<file path="src/rtl/mem_read_seq.sv">
// mem_read_seq
//   Read-side sequencer for the 16-bit register/memory storage. Takes a burst
//   read command (start address, word count) and issues one read at a time to
//   a synchronous-read memory port. Each returned word is captured into a
//   holding register and offered downstream on a valid/ready handshake.
//
// Ports
//   CLK         in   1       clock, all state changes on posedge
//   RES_N       in   1       asynchronous active-low reset
//   start       in   1       burst request, sampled only while idle
//   start_addr  in   ADDR_W  first word address of the burst
//   start_len   in   LEN_W   number of words to read (0 allowed)
//   busy        out  1       burst in progress
//   done        out  1       one-cycle pulse when the burst completes
//   mem_re      out  1       read enable, one-cycle pulse per word
//   mem_addr    out  ADDR_W  read address, valid while mem_re=1
//   mem_rdata   in   DATA_W  memory data, valid RD_LAT cycles after mem_re
//   out_data    out  DATA_W  captured word
//   out_valid   out  1       out_data holds an unconsumed word
//   out_ready   in   1       downstream accepts word when out_valid&out_ready
module mem_read_seq #(
   parameter int DATA_W = 16,
   parameter int ADDR_W = 8,
   parameter int LEN_W  = 8,
   parameter int RD_LAT = 1
) (
   input  logic              CLK,
   input  logic              RES_N,
   input  logic              start,
   input  logic [ADDR_W-1:0] start_addr,
   input  logic [LEN_W-1:0]  start_len,
   output logic              busy,
   output logic              done,
   output logic              mem_re,
   output logic [ADDR_W-1:0] mem_addr,
   input  logic [DATA_W-1:0] mem_rdata,
   output logic [DATA_W-1:0] out_data,
   output logic              out_valid,
   input  logic              out_ready
);

   localparam int CNT_W = (RD_LAT > 1) ? $clog2(RD_LAT) : 1;
   localparam logic [CNT_W-1:0] CNT_LAST = CNT_W'(RD_LAT - 1);

   typedef enum logic [1:0] {
      S_IDLE,
      S_ISSUE,
      S_WAIT,
      S_HOLD
   } state_t;

   state_t            state, state_nxt;
   logic [ADDR_W-1:0] addr_q, addr_nxt;
   logic [LEN_W-1:0]  rem_q, rem_nxt;
   logic [CNT_W-1:0]  cnt_q, cnt_nxt;
   logic [DATA_W-1:0] data_q, data_nxt;
   logic              done_q, done_nxt;

   always_ff @(posedge CLK or negedge RES_N) begin
      if (!RES_N) state <= S_IDLE;
      else        state <= state_nxt;
   end

   always_ff @(posedge CLK or negedge RES_N) begin
      if (!RES_N) begin
         addr_q <= '0;
         rem_q  <= '0;
         cnt_q  <= '0;
         data_q <= '0;
         done_q <= 1'b0;
      end else begin
         addr_q <= addr_nxt;
         rem_q  <= rem_nxt;
         cnt_q  <= cnt_nxt;
         data_q <= data_nxt;
         done_q <= done_nxt;
      end
   end

   always_comb begin
      state_nxt = state;
      addr_nxt  = addr_q;
      rem_nxt   = rem_q;
      cnt_nxt   = cnt_q;
      data_nxt  = data_q;
      done_nxt  = 1'b0;

      case (state)
         S_IDLE: begin
            if (start) begin
               if (start_len != '0) begin
                  addr_nxt  = start_addr;
                  rem_nxt   = start_len;
                  state_nxt = S_ISSUE;
               end else begin
                  // empty burst: complete immediately without touching memory
                  done_nxt = 1'b1;
               end
            end
         end
         S_ISSUE: begin
            cnt_nxt   = '0;
            state_nxt = S_WAIT;
         end
         S_WAIT: begin
            // the last WAIT cycle is exactly RD_LAT cycles after the read
            if (cnt_q == CNT_LAST) begin
               data_nxt  = mem_rdata;
               state_nxt = S_HOLD;
            end else begin
               cnt_nxt = cnt_q + CNT_W'(1);
            end
         end
         S_HOLD: begin
            if (out_ready) begin
               addr_nxt = addr_q + ADDR_W'(1);
               rem_nxt  = rem_q - LEN_W'(1);
               if (rem_q == LEN_W'(1)) begin
                  done_nxt  = 1'b1;
                  state_nxt = S_IDLE;
               end else begin
                  state_nxt = S_ISSUE;
               end
            end
         end
         default: state_nxt = S_IDLE;
      endcase

      busy      = (state != S_IDLE);
      mem_re    = (state == S_ISSUE);
      out_valid = (state == S_HOLD);
      mem_addr  = addr_q;
      out_data  = data_q;
      done      = done_q;
   end

endmodule

</file>
<file path="config.mk">
export PLATFORM = sky130hd
export DESIGN_NAME = mem_read_seq
export DESIGN_NICKNAME = d
export VERILOG_FILES = /design/src/rtl/mem_read_seq.sv
export SDC_FILE = /design/constraint.sdc
export NUM_CORES = 1
export LEC_CHECK = 0
export ABC_AREA = 1
export CORE_MARGIN = 4
export CORE_UTILIZATION = 50
export DETAILED_ROUTE_END_ITERATION = 12
export GPL_ROUTABILITY_DRIVEN = 1
export GPL_TIMING_DRIVEN = 0
export PLACE_DENSITY = 0.95
export SLEW_MARGIN = 10
export SYNTH_ARGS = -nofsm -noshare
export SYNTH_HDL_FRONTEND = slang
export SYNTH_SLANG_ARGS = --single-unit
</file>
<file path="constraint.sdc">
create_clock -name CLK -period 3.8 [get_ports CLK]
set_input_delay 0.57 -clock CLK [delete_from_list [all_inputs] [get_ports CLK]]
set_output_delay 0.57 -clock CLK [all_outputs]
set_load 0.1 [all_outputs]
</file>
==> results of run 1 <==
[kinds of logic (layout without fill, tap and decap cells)]
kind of cell	count (synthesis)	in the layout	share of synthesized area (%)
flops	35	35	43.9
simple gates	142	142	29.0
buf+inv	27	98	6.97
compound gates	19	19	5.52
fa+ha+maj	8	8	5.02
mux	17	17	9.54
[how the worst max path moves through the flow]
stage / from / endpoint
2_1_floorplan: state[0]$_DFFE_PN0P_ / mem_addr[0]$_DFFE_PN0P_
3_3_place_gp: state[0]$_DFFE_PN0P_ / busy
3_5_place_dp: state[0]$_DFFE_PN0P_ / busy
4_1_cts: state[0]$_DFFE_PN0P_ / busy
5_1_grt: state[0]$_DFFE_PN0P_ / busy
6_report: state[0]$_DFFE_PN0P_ / busy
[registers in the layout (all words and copies together), names as in the netlist]
name      count
mem_addr      8
done          1
rem_q         8
out_data     16
state         2
[metrics by stage]
stage	cell area [sq um]	utilization, %
finish	2790	74.6
global placement	2680	71.7
floorplan	1990	-
global route	2790	74.6
CTS	2790	74.6
detailed placement	2680	71.6
[synth_stat cells, drive strengths merged]
cell type and count:
nand2 95, dfrtp 35, nor2 25, inv 19, nand3 19, mux2 16
o21ai 10, buf 8, ha 8, a21oi 5, o21bai 3, or2 2
mux2i 1, nand3b 1, o22ai 1
[metal layers]
layer / global-route usage, % / wire length, microns / vias to the layer above
li1: - / - / 930
met1: 23.4 / 1990 / 857
met2: 35.4 / 2360 / 72
met3: 5.40 / 350 / 13
met4: 10.0 / 138 / 0
met5: 0 / 0 / -
[critical path, stage by stage (launching register included)]
cell                              delay (ps)
sky130_fd_sc_hd__dfrtp_1                 410
sky130_fd_sc_hd__inv_1                   110
sky130_fd_sc_hd__ha_1                    250
sky130_fd_sc_hd__inv_1                   120
sky130_fd_sc_hd__clkdlybuf4s50_1        1140
[layout make-up]
cell class / instances / area share, %
plain buffers: 8 / 2.33
clock buffers: 5 / 2.47
clock inverters: 3 / 1.57
inverters: 19 / 2.64
multi-input cells: 186 / 35.1
flip-flops and latches: 35 / 31.4
well taps: 48 / 2.15
repair buffers: 63 / 22.4
==> results.json, run 1 <==
{
  "clkLatencyLatePin_ps": 290,
  "clkSinkCount": 35,
  "die-area_sq_um": 5060,
  "synthesis.nets": 292,
  "routabilityCongestion": 0.858,
  "grt_remaining_overflow": 0,
  "wl_per_cell_microns": 13.2,
  "detailedPlacementHpwl_microns": 3670,
  "synth_area_leader_cell": "sky130_fd_sc_hd__dfrtp_1",
  "crit-reg2reg-launch": "state[0]$_DFFE_PN0P_",
  "finalNetCount": 362,
  "finalSetupViolCount": 0,
  "core_area_sq_um": 3740,
  "outcome": "finished clean",
  "cts-root-buf": "sky130_fd_sc_hd__clkbuf_8",
  "global_route.usage.total_pct": 20.5,
  "cts_htree_levels": 2,
  "synthesis.yosys.warnings": 0,
  "critical_path_arrival_ps": 2330,
  "clock_path_buffers": 2,
  "avgSynthCellArea_sq_um": 8.04,
  "whs_ps": 344,
  "detail-route-antenna-nets": 0,
  "worst_r2r_endpoint": "out_data[0]$_DFFE_PN0N_",
  "cts_buffers": 5,
  "timing_max_transition_violations_final": 0,
  "post_synth_main_area_contributors": "sky130_fd_sc_hd__dfrtp_1 44%, sky130_fd_sc_hd__nand2_1 18%, sky130_fd_sc_hd__mux2_2 9.0%, sky130_fd_sc_hd__ha_1 5.0%, sky130_fd_sc_hd__nand3_1 4.8%",
  "clk_pin_slew_worst_paths_ps": 80,
  "floorplan.io_pins": 64,
  "dp_cells": 359,
  "global_route_wire_length_before_repair_microns": 8160,
  "timing.final.crit_share_pct": 76.3,
  "maximum_number_of_pins_on_one_net_before_global_route_repair": 36,
  "layout_setup_ws_ps": 900,
  "synthCells": 248,
  "cts_resized": 0,
  "synth_seq_area_share_pct": 43.9,
  "routed_via_density": 5.10,
  "mostFrequentLayoutCell": "sky130_fd_sc_hd__nand2_1",
  "finalWirelength_microns": 4840,
  "dr_total_vias": 1872,
  "dpl_worst_slack_ps": 1210,
  "fin_crit_ps": 2900,
  "initial_utilization_pct": 53.2,
  "post_synth_num_cell_types": 19,
  "timing_worst_slew_pin_value_ps": 1020,
  "cp_max_fo": 4,
  "die_h_microns": 71.1,
  "worst-r2r-cell-count": 5,
  "synth_top_cell_area_share_pct": 43.9,
  "sequential_cell_area_sq_um": 876,
  "rows": 22,
  "placement.io_buffers": 63,
  "maxSlewHeadroom_pct": 31.9,
  "timing.critical_path.from_type": "flip-flop",
  "leading_cell_types_in_the_layout_fill_and_taps_excluded": "95 x sky130_fd_sc_hd__nand2_1, 62 x sky130_fd_sc_hd__clkdlybuf4s50_1, 35 x sky130_fd_sc_hd__dfrtp_1, 25 x sky130_fd_sc_hd__nor2_1, 19 x sky130_fd_sc_hd__nand3_1",
  "postCtsSetupRepairBufs": 0,
  "synth_seq_cells": 35,
  "drt_first_iter_violations": 68,
  "final.setup_skew_ps": 7.55,
  "grt_antenna_before_repair": 0,
  "syn-cell-area_sq_um": 1990,
  "share_of_final_layout_standard_cells_stronger_than_drive_strength_1_pct": 12.5,
  "area_growth_pct": 40.1,
  "grt_pass1_vias": 1850,
  "kind_of_path_behind_the_tightest_hold_check": "input port to asynchronous set/reset pin",
  "endpoint_kind": "output pin",
  "drt-pass1-iter-count": 4,
  "timing_hold_violations_final": 0,
  "number_of_fillers_in_the_final_layout": 280,
  "number_of_inserted_diodes": 0,
  "crit_required_ps": 3230,
  "fin_setup_tns_ps": 0,
  "worstSetupPathType": "flip-flop to output pin",
  "cts_tree": "built",
  "die_w_microns": 71.1,
  "stdcell_count": 367,
  "cts_hold_buf": 0,
  "multi_input_area_sq_um": 978,
  "maxClockFrequency_mhz": 345,
  "unrepaired_setup_endpoints_after_global_routing": "no",
  "timing.reg2reg.setup_slack_ps": 2150,
  "drc": 0,
  "maxCapViolations": 0
}
Power of run 1 is not shown: default switching activity piles up to over one toggle a cycle in this logic, so the estimate is an artifact.
==> run 2: changes to the inputs <==
- CORE_UTILIZATION: 50 -> 42
- PLACE_DENSITY: 0.95 -> 0.86
- clock period: 3.8 -> 2.3 ns (I/O delays scaled with it)
==> run 2 against run 1 <==
  * Final area down 0.85%
  * Register-to-register slack worse by 1500 ps
  * Critical path depth is 3 lower
  * Setup slack got worse by 840 ps
  * Clock-buffer cell count grew 1
  * Critical endpoint is now mem_addr[3]
  * Largest cell class unchanged
  * Highest routed layer unchanged
==> results.json, run 2 (synthesized netlist as in run 1, its figures left out) <==
{
  "timing.final.crit_share_pct": 97.2,
  "maxCapViolations": 0,
  "fin_crit_ps": 2230,
  "critical_path_arrival_ps": 1890,
  "clkLatencyLatePin_ps": 280,
  "placement.io_buffers": 63,
  "placed_area_sq_um": 2680,
  "cp_max_fo": 6,
  "maximum_number_of_pins_on_one_net_before_global_route_repair": 36,
  "global_route.usage.total_pct": 16.8,
  "global_route_wire_length_before_repair_microns": 8130,
  "die_w_microns": 76.9,
  "slowest_stage": "sky130_fd_sc_hd__clkdlybuf4s50_1",
  "cts-root-buf": "sky130_fd_sc_hd__clkbuf_8",
  "grt_antenna_before_repair": 0,
  "dpl_worst_slack_ps": -36.4,
  "number_of_inserted_diodes": 0,
  "core_area_sq_um": 4470,
  "clock_path_buffers": 2,
  "clk_pin_slew_worst_paths_ps": 70,
  "cts_htree_levels": 2,
  "share_of_final_layout_standard_cells_stronger_than_drive_strength_1_pct": 12.5,
  "final.setup_skew_ps": 4.48,
  "max_reg_flops": 16,
  "maxClockFrequency_mhz": 447,
  "stdcell_count": 371,
  "cts_hold_buf": 0,
  "mostFrequentLayoutCell": "sky130_fd_sc_hd__nand2_1",
  "grt_remaining_overflow": 0,
  "wl_per_cell_microns": 12.9,
  "cts_buffers": 5,
  "kind_of_path_behind_the_tightest_hold_check": "input port to asynchronous set/reset pin",
  "multi_input_area_sq_um": 978,
  "timing.critical_path.cells": "clkdlybuf4s50_1",
  "clkSinkCount": 35,
  "endpoint_kind": "output pin",
  "crit_buf_inv": 1,
  "fin_setup_tns_ps": 0,
  "die_h_microns": 76.9,
  "drc": 0,
  "finalSetupViolCount": 0,
  "finalNetCount": 362,
  "number_of_fillers_in_the_final_layout": 383,
  "timing_worst_slew_pin_value_ps": 984,
  "rows": 24,
  "dp_cells": 363,
  "dr_total_vias": 1829,
  "detail-route-antenna-nets": 0,
  "timing.critical_path.from_type": "flip-flop",
  "area_growth_pct": 38.9,
  "routed_via_density": 4.93,
  "timing_hold_violations_final": 0,
  "drt_first_iter_violations": 75,
  "initial_utilization_pct": 44.5,
  "grt_pass1_vias": 1793,
  "postCtsSetupRepairBufs": 0,
  "timing_max_transition_violations_final": 0,
  "die-area_sq_um": 5910,
  "sequential_cell_area_sq_um": 876,
  "critPathMaxStageDelay_ps": 1170,
  "cts_tree": "built",
  "crit_required_ps": 1960,
  "drt-pass1-iter-count": 4,
  "outcome": "finished clean",
  "floorplan.io_pins": 64,
  "worstSetupPathType": "flip-flop to output pin",
  "leading_cell_types_in_the_layout_fill_and_taps_excluded": "95 x sky130_fd_sc_hd__nand2_1, 59 x sky130_fd_sc_hd__clkdlybuf4s50_1, 35 x sky130_fd_sc_hd__dfrtp_1, 25 x sky130_fd_sc_hd__nor2_1, 19 x sky130_fd_sc_hd__nand3_1",
  "final_area_sq_um": 2770,
  "unrepaired_setup_endpoints_after_global_routing": "no",
  "finalWirelength_microns": 4770,
  "cts_resized": 5,
  "detailedPlacementHpwl_microns": 3590,
  "maxSlewHeadroom_pct": 34.2,
  "routabilityCongestion": 0.869,
  "layout_setup_ws_ps": 65.0,
  "timing.critical_path.max_delay_family": "buffers and inverters"
}
==> run 2: changes by cell type in the layout (fill, tap and decap cells not counted) <==
cell and delta:
sky130_fd_sc_hd__bufinv_16 -1, sky130_fd_sc_hd__clkbuf_1 +1, sky130_fd_sc_hd__clkdlybuf4s15_2 +1, sky130_fd_sc_hd__clkdlybuf4s50_1 -3, sky130_fd_sc_hd__clkinv_4 -1, sky130_fd_sc_hd__clkinvlp_4 +1
sky130_fd_sc_hd__dlygate4sd2_1 +2
==> run 2: metrics by stage <==
stage	utilization (%)	hold slack, ps
6_report	61.9	136
5_1_grt	61.9	203
4_1_cts	61.9	168
3_5_place_dp	60.0	481
3_3_place_gp	60.1	487
2_1_floorplan	-	49.4
==> run 2: metal layers <==
layer  vias up  wire [microns]  global-route usage (%)
li1        924               -                       -
met1       847            2080                    20.3
met2        56            2330                    29.9
met3         2             338                    4.45
met5         -               0                       0
met4         0              16                    3.80
==> run 2: final cells by class <==
class | count | share of cell area (%)
Multi-Input combinational cell | 186 | 35.4
Sequential cell | 35 | 31.6
Timing Repair Buffer | 63 | 22.6
Inverter | 19 | 2.67
Clock buffer | 6 | 2.62
Buffer | 8 | 2.35
Tap cell | 52 | 2.35
Clock inverter | 2 | 0.452
==> run 2: final timing paths <==
kind / end / startpoint / depth (start not counted) / slack, ps
setup / recovery: mem_addr[3] / mem_addr[3]$_DFFE_PN0P_ / 1 / 70
hold / removal: mem_addr[3]$_DFFE_PN0P_ / RES_N / 1 / 140
setup reg to reg: out_data[2]$_DFFE_PN0N_ / state[0]$_DFFE_PN0P_ / 5 / 660
hold reg to reg: out_data[3]$_DFFE_PN0N_ / out_data[3]$_DFFE_PN0N_ / 1 / 500
max in group asynchronous: out_data[1]$_DFFE_PN0N_ / RES_N / 1 / 1660
min in group CLK: out_data[3]$_DFFE_PN0N_ / out_data[3]$_DFFE_PN0N_ / 1 / 500
Power of run 2 is left out for the same reason.
==> RTL change 1, RTL diff (settings of run 2) <==
Encoding of `state_t`: now Gray code (2 bits for 4 states).
--- a/src/rtl/mem_read_seq.sv
+++ b/src/rtl/mem_read_seq.sv
@@ -43,10 +43,10 @@
    localparam logic [CNT_W-1:0] CNT_LAST = CNT_W'(RD_LAT - 1);
 
    typedef enum logic [1:0] {
-      S_IDLE,
-      S_ISSUE,
-      S_WAIT,
-      S_HOLD
+      S_IDLE  = 2'b00,
+      S_ISSUE = 2'b01,
+      S_WAIT  = 2'b11,
+      S_HOLD  = 2'b10
    } state_t;
 
    state_t            state, state_nxt;
Behaviour: no difference found for any inputs over 10 cycles, from zero or initial values; not proved beyond that.
==> RTL change 1 against run 2 <==
Register-to-register slack better by 0.15 ns; wire length is 0.42% higher; cell area is 3.3% lower; global-route usage is 0.91 points higher; sequential cell count stayed put; area after synthesis is 4.5% lower; worst setup slack better by 0.0060 ns; critical endpoint unchanged; die area is 4.1% lower.
Power is left out: the tool's default activity adds up to more than one toggle a clock period on the data nets, which glitch-free logic cannot reach.
==> RTL change 1: results (changes against run 2) <==
## Placed design
- Placement Setup Slack: -0.3156 ns, -0.2792 ns
- detailed placer's ending HPWL: 3555 µm, -1.0%
- post-place instance area: 0.002594 mm², -3.4%
- routability congestion estimate: 0.8564, -1.4%

## Detailed routing
- routed wire length on met3: 420 µm, +24%
- average wire per cell in the routed design: 13.38 µm, +4.1%
- met2 routed wirelength: 2319 µm, -0.60%
- Starting DRT DRC Count: 88, +17%
- number of search-and-repair iterations in the first detailed-routing pass: 5, +1
- top routing layer used: met4
- Post-Route M1 WL: 1957 µm, -6.0%

## Logic synthesis
- part of the Yosys area used for sequential elements: 46.02%, +2.1 points
- synth top area cells: dfrtp_1 46%, nand2_1 15%, mux2_1 5.9%, nor2_1 5.3%, nand3_1 5.3%
- average cell area after synthesis: 8.064 µm², +0.34%
- syn_nets: 275, -5.8%
- count of warnings emitted by yosys: 0, unchanged
- number of distinct library cells after synthesis: 25, +6

## Timing
- clock skew after layout: 0.01027 ns, +0.005785 ns
- transition time of the tightest slew-check pin: 0.9701 ns, -0.01377 ns
- Worst Hold Slack: 0.1264 ns, -0.009781 ns

## Global routing
- met2 track utilization from global routing: 31.74%, +1.9 points
- routing usage on met3: 4.354%, -0.096 points
- global-route usage over all layers: 17.76%, +0.91 points
- number of global-route vias before repair: 1733, -3.3%
- first-pass GRT wire length: 7659 µm, -5.8%

## Final layout
- share of final layout cell area taken by clock buffers and inverters: 3.273%, +0.20 points
- Total Nets Final: 345, -4.7%
- fraction of layout cells with a size suffix above 1: 10.13%, -2.4 points
- register share of the cell area: 32.73%, +1.1 points
- footprint of the multi-input gates: 914.6 µm², -6.5%
- FILL cells: 395, +3.1%
- Multi-In Gates: 176, -5.4%
- utilization after layout: 61.04%, -0.81 points
- non-clock buffer count in the final layout: 69, -2.8%
- diode insertion count for antenna repair: 0, unchanged
- share of final layout cell area taken by non-clock buffers: 24.73%, -0.18 points

## Setup path
- logic depth of the worst register-to-register path: 8, +3
- worst-path maximum fanout: 5, -1
- endpoint of the lowest-slack register-to-register path: rem_q[1]
- register-to-register setup slack: 0.81 ns, +0.15 ns
- RR Startpoint: state[1]

## Floorplanning
- area of the core region: 0.004384 mm², -2.0%

## Status
- outcome: complete, no violations

-- RTL change 1: timing repair --
action	in CTS	in global routing
gates resized for setup	7	1
setup buffers	0	0
endpoints found under the setup margin	3	1
-- RTL change 1: worst max-delay path by stage --
stage          slack, ns   startpoint  depth (start not counted)           to
4_1_cts             0.07  mem_addr[2]                          1  mem_addr[2]
3_5_place_dp       -0.32     state[1]                          5    out_valid
2_1_floorplan       0.19     state[0]                          2       mem_re
3_3_place_gp       -0.29     state[1]                          5    out_valid
5_1_grt            0.001  mem_addr[2]                          1  mem_addr[2]
6_report            0.07  mem_addr[3]                          1  mem_addr[3]
-- RTL change 1: cells by family (layout without fill, tap and decap cells) --
group | count (synthesis) | count (layout) | share of synthesized area [%]
simple gates | 138 | 138 | 31.30
flops | 35 | 35 | 46.02
fa+ha+maj | 3 | 3 | 1.973
compound gates | 19 | 19 | 5.326
mux | 16 | 16 | 9.467
buf+inv | 25 | 95 | 5.917
==> RTL change 2, RTL diff (config.mk and constraints of run 2) <==
Made on the original files. The parameter `RD_LAT` goes from 1 to 2.
--- a/src/rtl/mem_read_seq.sv
+++ b/src/rtl/mem_read_seq.sv
@@ -22,7 +22,7 @@
    parameter int DATA_W = 16,
    parameter int ADDR_W = 8,
    parameter int LEN_W  = 8,
-   parameter int RD_LAT = 1
+   parameter int RD_LAT = 2
 ) (
    input  logic              CLK,
    input  logic              RES_N,
Behaviour: not the same (Yosys sat finds a counterexample within 4 cycles, from zero or initial values).
==> RTL change 2 against run 2 <==
Area after synthesis up 6.1%; worst setup slack better by 0.022 ns; non-clock buffer count unchanged; sequential cell count up 1; wire length up 17%; cell area up 7.1%.
Power is left out: the tool's default activity adds up to more than one toggle a clock period on the data nets, which glitch-free logic cannot reach.
==> RTL change 2: results (changes against run 2) <==
## Global routing
- first-pass GRT wire length: 9515 µm, +17%
- antenna violations before repair: 0, unchanged
- maximum number of pins on one net before global-route repair: 26, -28%
- global-route usage over all layers: 19.56%, +2.7 points

## CTS
- root buf cell: clkbuf_8
- CTS Buf Count: 5, unchanged
- clock slew at reported path FFs: 0.07 ns, about the same
- Max H-tree Level: 2, unchanged
- worst skew pair latency: 0.29 ns
- Post-CTS Repair Setup Buffers: 0, unchanged
- deepest clock path buffer count: 2, unchanged

## Placed design
- buffers added on ports: 63, unchanged
- detailed placer's ending HPWL: 4303 µm, +20%
- routability congestion estimate: 0.8937, +2.9%

## Final layout
- fraction of layout cells with a size suffix above 1: 16.11%, +3.6 points
- diode insertion count for antenna repair: 0, unchanged
- Total Nets Final: 372, +2.8%
- max reg flops: 16, unchanged

## Setup path
- Crit path largest cell delay: 1.17 ns, about the same
- register-to-register setup slack: 0.51 ns, -0.15 ns
- crit path to: mem_addr[1]
- Crit. Startpoint: mem_addr[1]
- cell family with most CP delay: buffers and inverters
- endpoint of the lowest-slack register-to-register path: out_data[14]
- RR Startpoint: state[0]
- worst-path maximum fanout: 4, -2
- worst endpoint data arrival time: 1.87 ns, -0.02 ns
- logic depth of the worst register-to-register path: 5, unchanged
- slowest stage cell, crit path: clkdlybuf4s50_1

## Logic synthesis
- number of distinct library cells after synthesis: 24, +5
- top cell type's share of synthesized area: 42.60%, -1.3 points
- top flip-flop cell by instance count after synthesis: dfrtp_1
- synth top area cells: dfrtp_1 43%, nand2_1 15%, mux2_2 8.5%, nand3_1 5.0%, ha_1 4.7%
- syn_nets: 300, +2.7%
- fraction of registers with async set/reset: 100.0%, unchanged
- count of warnings emitted by yosys: 0, unchanged
- list of most frequent post-synthesis cells: 83 x nand2_1, 36 x dfrtp_1, 26 x inv_1
- part of the Yosys area used for sequential elements: 42.60%, -1.3 points

## Status
- outcome: complete, no violations

## Timing
- clock skew after layout: 0.002490 ns, -0.001990 ns
- transition time of the tightest slew-check pin: 1.020 ns, +0.03594 ns

## Detailed routing
- average wire per cell in the routed design: 14.07 µm, +9.4%
- Starting DRT DRC Count: 134, +79%
- number of vias after detailed routing: 1969, +7.7%
- number of search-and-repair iterations in the first detailed-routing pass: 5, +1

## Min path
- Tightest Hold Check Type: input port to asynchronous set/reset pin

## RTL change 2: changes by cell type after synthesis, moves of 6 or more
cell | run 2 | this run
inv_1 | 16 | 26
o21ai_2 | 0 | 8
nand2_1 | 95 | 83
nand2_2 | 0 | 6
## RTL change 2: stage by stage
| step | cells | hold slack, ns | worst slack, ns | utilization (%) | area, µm² |
|---|---|---|---|---|---|
| 2_1_floorplan | 256 | 0.04941 | 0.2015 | - | 2115 |
| 3_3_place_gp | 386 | 0.4862 | -0.02583 | 59.11 | 2829 |
| 3_5_place_dp | 387 | 0.2552 | -0.02089 | 59.42 | 2844 |
| 4_1_cts | 396 | 0.4772 | 0.01920 | 61.83 | 2959 |
| 5_1_grt | 396 | 0.4843 | 0.01105 | 61.93 | 2964 |
| 6_report | 396 | 0.4728 | 0.08690 | 61.93 | 2964 |
## RTL change 2: what timing repair did
| action | 4_1_cts | 5_1_grt |
|---|---|---|
| hold buffers | 1 | 0 |
| hold endpoints to repair | 11 | 0 |
| resized for setup | 6 | 2 |
| endpoints found under the setup margin | 4 | 2 |
## RTL change 2: worst min path at each step
stage / slack [ns] / end / start
4_1_cts: 0.48 / mem_addr[6] / RES_N
2_1_floorplan: 0.05 / cnt_q / RES_N
3_5_place_dp: 0.26 / mem_addr[6] / RES_N
3_3_place_gp: 0.49 / out_data[9] / out_data[9]
6_report: 0.47 / mem_addr[6] / RES_N
5_1_grt: 0.48 / mem_addr[6] / RES_N
## RTL change 2: final cells by class
type | instances | area, µm²
fillers | 405 | 1822
inverters | 27 | 101.3
flip-flops and latches | 36 | 900.9
plain buffers | 6 | 61.31
multi-input cells | 187 | 1051
clock inverters | 2 | 35.03
repair buffers | 65 | 658.1
clock buffers | 6 | 72.57
well taps | 67 | 83.83
## RTL change 2: worst reg2reg max path, cell delays in order, from the launching register on
cell and delay (ns):
dfrtp_1 0.42, inv_1 0.11, ha_1 0.22, nand2_1 0.24, buf_2 0.31, mux2_2 0.37
## RTL change 2: cells by family (layout without fill, tap and decap cells)
group | count (synthesis) | count (layout) | synth area share (%)
muxes | 16 | 16 | 8.521
and+or+nand+nor | 141 | 141 | 29.05
buffers and inverters | 33 | 106 | 7.692
adders and majority gates | 8 | 8 | 4.734
AOI/OAI and AO/OA | 22 | 22 | 7.397
DFF | 36 | 36 | 42.60
## RTL change 2: routing by layer
metal	wire (µm)	track usage [%]	part of all wire, %
met2	2715	31.75	49
met5	0	0	0
met4	138	7.388	2.5
met1	2361	24.95	42
met3	354	5.329	6.4
